==> config.mk <==
export PLATFORM = sky130hd
export DESIGN_NAME = fifo_queue
export DESIGN_NICKNAME = d
export VERILOG_FILES = /design/src/rtl/fifo_queue.sv
export SDC_FILE = /design/constraint.sdc
export NUM_CORES = 1
export LEC_CHECK = 0
export ABC_AREA = 1
export CORE_AREA = 2 2 98 138
export DETAILED_ROUTE_END_ITERATION = 8
export DIE_AREA = 0 0 100 140
export GPL_TIMING_DRIVEN = 0
export PLACE_DENSITY = 0.6
export SLEW_MARGIN = 20
export SYNTH_ARGS = -nofsm -noshare
export SYNTH_HDL_FRONTEND = slang
export SYNTH_SLANG_ARGS = --single-unit
export TNS_END_PERCENT = 1
==> constraint.sdc <==
create_clock -name clk -period 12 [get_ports clk]
set_input_delay 3.6 -clock clk [delete_from_list [all_inputs] [get_ports clk]]
set_output_delay 3.6 -clock clk [all_outputs]
set_load 0.02 [all_outputs]
==> src/rtl/fifo_queue.sv <==
// fifo_queue: first-word fall-through circular-buffer FIFO with registered head output.
// Ports:
//   clk     - clock, all state changes on its rising edge
//   rst_n   - asynchronous active-low reset (pointers, count, dout cleared; memory kept)
//   din     - write data, captured on an accepted enqueue
//   enq     - enqueue request, accepted only while full_n=1
//   full_n  - high while fewer than FIFO_DEPTH entries are stored
//   dout    - registered head-of-queue data; holds last head while empty
//   deq     - dequeue request, accepted only while empty_n=1
//   empty_n - high while at least one entry is stored
//   clr     - synchronous clear, overrides enq and deq
// Optional macro FIFO_PROTOCOL_CHECK_EN adds simulation-only overflow/underflow messages.
module fifo_queue #(
    parameter int DATA_WIDTH    = 32,
    parameter int FIFO_DEPTH    = 2,
    parameter int COUNTER_WIDTH = 1
) (
    input  logic                  clk,
    input  logic                  rst_n,
    input  logic [DATA_WIDTH-1:0] din,
    input  logic                  enq,
    output logic                  full_n,
    output logic [DATA_WIDTH-1:0] dout,
    input  logic                  deq,
    output logic                  empty_n,
    input  logic                  clr
);
    localparam int PTR_W = $clog2(FIFO_DEPTH);
    localparam int CNT_W = $clog2(FIFO_DEPTH + 1);
    localparam logic [PTR_W-1:0] LAST_PTR = PTR_W'(FIFO_DEPTH - 1);
    localparam logic [CNT_W-1:0] FULL_CNT = CNT_W'(FIFO_DEPTH);
    localparam logic [CNT_W-1:0] ONE      = CNT_W'(1);

    logic [DATA_WIDTH-1:0] mem [FIFO_DEPTH];
    logic [PTR_W-1:0]      rd_ptr, wr_ptr, rd_nxt, wr_nxt;
    logic [CNT_W-1:0]      count;
    logic                  enq_ok, deq_ok;
    logic [DATA_WIDTH-1:0] dout_nxt;
    logic [31:0]           unused_cw;

    // COUNTER_WIDTH only exists for port-map compatibility; sizing comes from FIFO_DEPTH.
    assign unused_cw = COUNTER_WIDTH;

    assign full_n  = count != FULL_CNT;
    assign empty_n = count != '0;
    assign enq_ok  = enq && full_n;
    assign deq_ok  = deq && empty_n;
    assign rd_nxt  = (rd_ptr == LAST_PTR) ? '0 : rd_ptr + PTR_W'(1);
    assign wr_nxt  = (wr_ptr == LAST_PTR) ? '0 : wr_ptr + PTR_W'(1);

    // Next head: the following stored entry after a pop, or incoming data when it
    // becomes the only entry (empty, or last entry popped in the same cycle).
    // Otherwise hold, so an empty FIFO keeps showing its last head.
    always_comb begin
        dout_nxt = (deq_ok && count > ONE) ? mem[rd_nxt] :
                   (enq_ok && (count == '0 || (count == ONE && deq_ok))) ? din : dout;
    end

    always_ff @(posedge clk or negedge rst_n) begin
        if (!rst_n) begin
            rd_ptr <= '0;
            wr_ptr <= '0;
            count  <= '0;
            dout   <= '0;
        end else if (clr) begin
            rd_ptr <= '0;
            wr_ptr <= '0;
            count  <= '0;
            dout   <= '0;
        end else begin
            if (enq_ok) wr_ptr <= wr_nxt;
            if (deq_ok) rd_ptr <= rd_nxt;
            count <= count + CNT_W'(enq_ok) - CNT_W'(deq_ok);
            dout  <= dout_nxt;
        end
    end

    // Storage is deliberately left unreset.
    always_ff @(posedge clk) begin
        if (rst_n && enq_ok && !clr) mem[wr_ptr] <= din;
    end

`ifdef FIFO_PROTOCOL_CHECK_EN
    always @(posedge clk) begin
        if (rst_n && !clr && enq && !full_n) $error("fifo_queue: enq while full");
        if (rst_n && !clr && deq && !empty_n) $error("fifo_queue: deq while empty");
    end
`else
    // protocol checking disabled
`endif
endmodule

[Yosys cells after proc, flatten, opt, wreduce, memory -nomap -nowiden]
Memories as Yosys holds them, arrays and structs flattened.
Index checks and enable logic that the tools add are counted.
Storage, ports and cells
  flip-flop bits (word level): 36
  output and inout bits: 34
  bits in writable memories: 64
  memories: 1
Operators by class
  add/sub/neg operators: 4
  equal/unequal tests: 2
  magnitude comparators: 1
  mux-type cells: 12
  reductions and logical operators: 14
Memories
  mem: depth 2, bits a word 32, read ports 1, clocked after memory_dff 0, wr ports 1, RTL line 34  | logic [DATA_WIDTH-1:0] mem [FIFO_DEPTH];
Operators by type and width (number)
  32-bit 2-to-1 mux: 3
  1-bit 2-to-1 mux: 8
  1-bit logical AND: 7
  2-bit nonzero test: 3
  3-bit nonzero test: 1
  1-bit adder (second input constant): 2
  2-bit by 1-bit adder with 2-bit output: 1
  2-bit by 1-bit equality test with 1-bit output (second input constant): 1
  2-bit by 1-bit greater-than comparator with 1-bit output (second input constant): 1
  2-bit zero test: 1
  2-bit 2-to-1 mux: 1
  2-bit != test (second input constant): 1
  2-bit by 1-bit subtractor with 2-bit output: 1
  1-bit zero test: 1
  1-bit logical OR: 1

[Depth between registers and ports, before layout]
Gate-level depths: netlist of run 1.
  depth in word-level cells: 8
  depth in mapped cells: 9
  depth with buffers taken out: 8

[Worst setup path after synthesis of run 1]
Ideal clock, no wire load.
  path kind: input -> register
  start: input port clr
  end: memory mem[1][0], enable pin
  buffers on the path: 0
  data arrival time: 6800 ps
  stages on the path: 1
  setup slack: 4699 ps
  path through: nor4_1
Between the ends
  cells in the longest elaborated chain, start to end: 4
RTL lines
  start, declared: RTL line 26  | input logic clr
  1-bit zero test: RTL line 80  | if (rst_n && enq_ok && !clr) mem[wr_ptr] <= din;
  1-bit logical AND: RTL line 80
  1-bit 2-to-1 mux: RTL line 80
  1-bit 2-to-1 mux (implied by the code): RTL line 80
  end, declared: RTL line 34
No other way between the ends.

[Worst setup path in the final report of run 1]
Same ends and word-level chain as after synthesis.

==> implementation parameters, run 1 <==
Parameter                              Value

Detailed routing
  Number of antenna-violating nets in the routed design ... 0
  Detailed Route WL ... 10700 microns
  TritonRoute pass-1 iters ... 4
  DRT iter0 DRCs ... 157
  Wire length per cell ... 15.2 microns
  Remaining design rule violation count ... 0
  Via-to-Cell Ratio ... 4.68
  Via Count ... 3276

Global route
  Routing usage on met3 ... 3.49%
  Pin count of the biggest net entering global routing ... 28
  Met1 track demand over resource in global routing ... 18.9%
  Number of global-route vias before repair ... 3400
  Layer carrying the most global-route usage ... met2
  Grt met2 use ... 28.0%
  Global-route wire length before repair ... 17200 microns
  Antenna violations before repair ... 0
  GRT Overall Usage ... 15.9%
  GRT overflow ... 0

Die
  Core outline area ... 12800 sq um
  Y dimension of the die ... 140 microns
  Die W ... 100 microns
  Starting utilization of the core area ... 34.5%
  IO Pins ... 71
  Full die area ... 14000 sq um
  Site row count ... 49

Flow run
  Max-capacitance violation count ... 0

Setup path
  Terminus of the critical flop-to-flop path ... mem[1][0]
  Critical path startpoint category ... primary input
  Critical path data required time ... 12.05 ns
  Depth of the most critical reg-to-reg path ... 6
  Worst flop-to-flop path startpoint ... count[1]
  Crit path DAT ... 5.50 ns
  Class of the most critical setup path ... primary input to flip-flop
  Critical path fanouts, max ... 7
  Setup slack of the most critical reg-to-reg path ... 9.82 ns
  Type of element capturing the critical path ... flip-flop

STA
  Number of hold violations in the final report ... 0
  Period utilization ... 45.4%
  Max Slew Vio Count ... 0
  Largest clock skew in the final design ... 0.0109 ns
  Number of setup violations in the final report ... 0
  Setup repair after global routing missed its margin ... no
  Achievable Freq ... 183 MHz
  Worst slew pin tran ... 0.716 ns
  Setup TNS ... 0 ns
  Max-slew headroom at the worst pin ... 51.9%
  Shortest period the worst path allows ... 5.45 ns

Synth
  Register bit total from synthesis ... 100
  Synthesized cell area ... 4400 sq um
  Fraction of synthesized cell area taken by the top area cell type ... 43.7%
  Syn_area_per_cell ... 9.75 sq um
  Cells taking the most area after synthesis ... edfxtp_1 44%, dfrtp_1 20%, nand2_1 20%
  Cell variety after synth ... 24
  Number of warnings issued by yosys ... 0
  Sequential area share after synthesis ... 64.2%
  Post-synth net total ... 490
  Synthesized netlist cell count ... 451
  Area leader, netlist ... edfxtp_1

Clock network
  Root buffer cell ... clkbuf_16
  Clock insertion delay at the later pin of the skew report ... 0.35 ns
  Clock-pin slew on the worst setup and hold paths ... 0.06 ns
  CTS sink cnt ... 100
  Post-CTS repair timing setup buffer count ... 0
  Clock tree from TritonCTS ... done
  Maximum count of clock buffers along a single path ... 2
  Post-cts repair resize count ... 0
  Number of levels in the clock H-tree ... 3
  Count of hold buffers inserted by post-cts repair ... 0
  Num CTS Buffers ... 9

Final layout
  Antenna diode count ... 0
  Filler Cells Inserted ... 1251
  Commonest non-fill, non-tap cell in the layout ... nand2_1
  Commonest cells after routing, fill and taps aside ... 229 x nand2_1, 69 x clkdlybuf4s50_1, 64 x edfxtp_1
  Number of nets in the final layout ... 581
  Relative area change from synthesis to final layout ... 29.6%
  Number of standard cells in the layout, taps in and fillers out ... 700
  Share of cells above drive strength 1 ... 9.51%

Pwr
  Power density over the cells ... 178 nW/um^2
  Reported leakage power ... 2.55 nW
  Peak supply drop ... 0.0829 mV

Place
  DP Wirelength ... 7520 microns
  I/O Buffers ... 70
  Placed Instances ... 684
  Placer congestion estimate ... 0.748

Outcome
  Outcome ... complete, no violations

Hold path
  Classification of the worst-slack hold path ... flip-flop to flip-flop
  Worst Min Path Start ... wr_ptr
  Hold Path Cell Cnt ... 2
  Hold endpoint ... wr_ptr
## Yosys cell counts
cell,n
buf_4,7
nand4_1,32
xor2_1,1
nor2_2,1
ha_1,2
edfxtp_1,64
nand3_1,33
a21oi_4,1
buf_2,9
buf_6,4
dfrtp_1,36
o21ai_0,1
nand2_2,1
buf_1,1
a21oi_1,2
nor2_1,3
nor2_4,1
clkbuf_1,9
nor4_1,1
nand3_2,1
inv_1,10
nor3_1,1
nand2_1,229
xnor2_1,1
## area by class of cell
| class | count | area, sq um | share of cell area, % |
|---|---|---|---|
| plain buffers | 30 | 180 | 3.16 |
| repair buffers | 80 | 771 | 13.5 |
| flip-flops and latches | 100 | 2820 | 49.5 |
| multi-input cells | 311 | 1370 | 24.0 |
| well taps | 153 | 191 | 3.36 |
| clock inverters | 3 | 68.8 | 1.21 |
| clock buffers | 13 | 260 | 4.57 |
| inverters | 10 | 37.5 | 0.659 |
## critical path, stage by stage
cell             delay [ns]
clkdlybuf4s50_1        0.58
nor4_2                 0.73
buf_2                  0.33
buf_2                  0.24
## layer usage
layer | vias to the layer above | wire [microns]
met5 | - | 0
met2 | 53 | 5570
met3 | 14 | 364
li1 | 1683 | -
met1 | 1526 | 4570
met4 | 0 | 163
## power by group
group / total, W / switching (W) / internal, W
sequential: 0.000423 / 0.0000194 / 0.000404
clock: 0.000319 / 0.000124 / 0.000195
combinational: 0.000271 / 0.000166 / 0.000106
total: 0.00101 / 0.000309 / 0.000705
## registers in the layout, summed over array words and instances (netlist names)
signal	count
wr_ptr	1
mem	64
count	2
dout	32
rd_ptr	1
## worst max-delay path by stage
stage | start | endpoint | slack [ns] | cells past startpoint
global route | clr | mem[1][1] | 6.40 | 4
finish | clr | mem[1][0] | 6.55 | 4
global placement | rst_n | mem[1][29] | 0.75 | 3
floorplan | clr | mem[1][0] | 4.70 | 1
detailed placement | clr | mem[1][26] | 6.13 | 4
CTS | clr | mem[1][0] | 6.50 | 4
## kinds of logic after synthesis
| logic type | after synthesis | synth area share [%] |
|---|---|---|
| simple gates | 303 | 29.1 |
| flops | 100 | 64.2 |
| buf+inv | 40 | 4.95 |
| xor+xnor | 2 | 0.399 |
| fa+ha+maj | 2 | 0.569 |
| compound gates | 4 | 0.712 |
## per-stage QoR
step | setup WS, ns | utilization (%) | area [sq um] | hold slack [ns] | total power [W]
global route | 6.40 | 44.7 | 5700 | 0.557 | 0.00106
CTS | 6.50 | 44.7 | 5700 | 0.534 | 0.00102
finish | 6.55 | 44.7 | 5700 | 0.535 | 0.00101
floorplan | 4.70 | - | 4400 | 0.499 | 0.000585
global placement | 0.753 | 41.5 | 5290 | 0.515 | 0.000700
detailed placement | 6.13 | 42.1 | 5370 | 0.519 | 0.000705
(Power assumes the default switching activity.)
==> inputs of run 2 (changes only) <==
--- a/config.mk
+++ b/config.mk
@@ -10,7 +10,7 @@
 export DETAILED_ROUTE_END_ITERATION = 8
 export DIE_AREA = 0 0 100 140
 export GPL_TIMING_DRIVEN = 0
-export PLACE_DENSITY = 0.6
+export PLACE_DENSITY = 0.63
 export SLEW_MARGIN = 20
 export SYNTH_ARGS = -nofsm -noshare
 export SYNTH_HDL_FRONTEND = slang
==> constraint.sdc (replaced) <==
create_clock -name clk -period 4.8 [get_ports clk]
set_input_delay 1.44 -clock clk [delete_from_list [all_inputs] [get_ports clk]]
set_output_delay 1.44 -clock clk [all_outputs]
set_load 0.02 [all_outputs]
==> run 2 against run 1 <==
  * Global-route usage is essentially flat
  * Cell count shrank 0.29%
  * Register-to-register slack lost 7.2 ns
  * Power grew 150%
  * Non-clock buffer count shrank 3
  * Clock skew is essentially flat
  * Worst hold slack gained 0.0057 ns
  * Via count grew 2.3%
  * Flip-flop and latch count is the same
  * Setup slack lost 5.0 ns
  * First-iteration DRC count grew 20%
  * Critical endpoint is now mem[0][20]
  * Highest routed layer unchanged
==> implementation parameters, run 2 (synthesized netlist as in run 1, its figures left out) <==
Parameter                              Value

Hold path
  Hold Path Cell Cnt ... 2 (unchanged)
  Hold endpoint ... dout[17]
  Classification of the worst-slack hold path ... flip-flop to flip-flop
  Worst Min Path Start ... dout[17]

Die
  Starting utilization of the core area ... 34.5% (unchanged)
  Site row count ... 49 (unchanged)
  Full die area ... 14000 sq um (unchanged)
  IO Pins ... 71 (unchanged)
  Y dimension of the die ... 140 microns (unchanged)
  Die W ... 100 microns (unchanged)
  Core outline area ... 12800 sq um (unchanged)

Global route
  Pin count of the biggest net entering global routing ... 22 (-21%)
  GRT Overall Usage ... 15.9% (-0.036 points)
  GRT overflow ... 0 (unchanged)
  Number of global-route vias before repair ... 3394 (-0.18%)
  Antenna violations before repair ... 1 (+1)
  Global-route wire length before repair ... 17100 microns (-0.40%)

Final layout
  Number of standard cells in the layout, taps in and fillers out ... 698 (-0.29%)
  Share of cells above drive strength 1 ... 8.82% (-0.68 points)
  Final std cell area, no fill ... 5720 sq um (+0.31%)
  Filler Cells Inserted ... 1237 (-1.1%)
  Most flops, register ... mem
  Relative area change from synthesis to final layout ... 30.0%
  Post-route core utilization ... 44.8% (+0.14 points)
  Max FFs per register ... 64 (unchanged)
  Commonest cells after routing, fill and taps aside ... 229 x nand2_1, 69 x clkdlybuf4s50_1, 64 x edfxtp_1
  Number of nets in the final layout ... 578 (-0.52%)
  Largest registers in the final layout ... mem (64), dout (32), count (2)
  Commonest non-fill, non-tap cell in the layout ... nand2_1

Detailed routing
  Remaining design rule violation count ... 0 (unchanged)
  Wire length per cell ... 15.2 microns (-0.15%)
  Via-to-Cell Ratio ... 4.80 (+2.6%)
  Detailed Route WL ... 10600 microns (-0.43%)
  TritonRoute pass-1 iters ... 4 (unchanged)
  Via Count ... 3352 (+2.3%)
  DRT iter0 DRCs ... 188 (+20%)
  Number of antenna-violating nets in the routed design ... 0 (unchanged)

STA
  Max-slew headroom at the worst pin ... 44.8% (-7.1 points)
  Achievable Freq ... 308 MHz
  Worst slew pin tran ... 0.824 ns (+0.108 ns)
  Number of setup violations in the final report ... 0 (unchanged)
  Period utilization ... 67.7%
  Setup repair after global routing missed its margin ... no
  Shortest period the worst path allows ... 3.25 ns
  Number of hold violations in the final report ... 0 (unchanged)
  Largest clock skew in the final design ... 0.0106 ns (-0.000324 ns)
  Max Slew Vio Count ... 0 (unchanged)
  Setup TNS ... 0 ns (unchanged)

Pwr
  Power density over the cells ... 442 nW/um^2 (+150%)
  Sum of internal, switching and leakage power ... 0.00252 W (+150%)
  Peak supply drop ... 0.216 mV (+160%)
  Reported leakage power ... 2.53 nW (-0.53%)

Setup path
  Terminus of the critical flop-to-flop path ... mem[0][20]
  Critical path startpoint category ... primary input
  Class of the most critical setup path ... primary input to flip-flop
  Critical path data required time ... 4.86 ns (-7.19 ns)
  Type of element capturing the critical path ... flip-flop
  Crit path DAT ... 3.31 ns (-2.19 ns)
  Setup slack of the most critical reg-to-reg path ... 2.61 ns (-7.21 ns)
  Critical path fanouts, max ... 21 (+14)
  Worst flop-to-flop path startpoint ... count[1]
  Depth of the most critical reg-to-reg path ... 6 (unchanged)

Place
  DP Area ... 5390 sq um (+0.47%)
  I/O Buffers ... 70 (unchanged)
  DP Wirelength ... 7430 microns (-1.1%)
  Placer congestion estimate ... 0.771 (+3.1%)
  Placed Instances ... 681 (-0.44%)

Flow run
  Max-capacitance violation count ... 0 (unchanged)

Clock network
  Maximum count of clock buffers along a single path ... 2 (unchanged)
  Root buffer cell ... clkbuf_16
  Post-cts repair resize count ... 0 (unchanged)
  Number of levels in the clock H-tree ... 3 (unchanged)
  Clock-pin slew on the worst setup and hold paths ... 0.07 ns (about the same)
  Clock insertion delay at the later pin of the skew report ... 0.35 ns (about the same)
  Clock tree from TritonCTS ... done
  Post-CTS repair timing setup buffer count ... 0 (unchanged)
  Count of hold buffers inserted by post-cts repair ... 0 (unchanged)
  Num CTS Buffers ... 9 (unchanged)
  CTS sink cnt ... 100 (unchanged)

Outcome
  Outcome ... complete, no violations
[run 2: cell types whose count changed in the layout (fill, tap and decap cells not counted), sizes merged]
| cell | previous run | this run |
|---|---|---|
| buf | 32 | 29 |
| diode | 0 | 1 |
[run 2: final cells by class]
class	count	area (sq um)	area share [%]
Sequential cell	100	2820	49.4
Antenna cell	1	2.50	0.0438
Buffer	30	180	3.15
Multi-Input combinational cell	311	1380	24.1
Clock buffer	13	250	4.38
Timing Repair Buffer	77	787	13.8
Inverter	10	37.5	0.657
Tap cell	153	191	3.35
Clock inverter	3	68.8	1.20
[run 2: where the power goes]
group	switching (W)	internal [W]	total, W
combinational	0.000416	0.000266	0.000682
sequential	0.0000491	0.00101	0.00106
clock	0.000309	0.000474	0.000783
total	0.000774	0.00175	0.00252
[run 2: worst max-delay path by stage]
stage                     start          to  slack [ns]  depth (start not counted)
after floorplan             enq   mem[0][0]        0.60                          2
after global placement    rst_n  mem[0][19]       -2.79                          3
after detailed placement  rst_n  mem[0][17]        1.16                          5
after CTS                 rst_n  mem[0][18]        1.53                          5
after global routing      rst_n  mem[0][18]        1.36                          5
final                     rst_n  mem[0][20]        1.55                          5
[run 2: through the flow]
| step | hold WS [ns] | worst slack, ns |
|---|---|---|
| 2_1_floorplan | 0.500 | 0.597 |
| 3_3_place_gp | 0.516 | -2.79 |
| 3_5_place_dp | 0.521 | 1.16 |
| 4_1_cts | 0.544 | 1.53 |
| 5_1_grt | 0.550 | 1.36 |
| 6_report | 0.541 | 1.55 |
[run 2: critical path: stages]
cell,delay (ns)
buf_2,0.46
inv_1,0.19
nor3_2,0.71
buf_4,0.32
buf_6,0.17
[run 2: metal layers]
| layer | share of wire, % | GRT usage (%) |
|---|---|---|
| met1 | 43 | 19.4 |
| met3 | 2.9 | 2.25 |
| met2 | 51 | 27.3 |
| met5 | 0 | 0 |
| met4 | 3.1 | 7.57 |
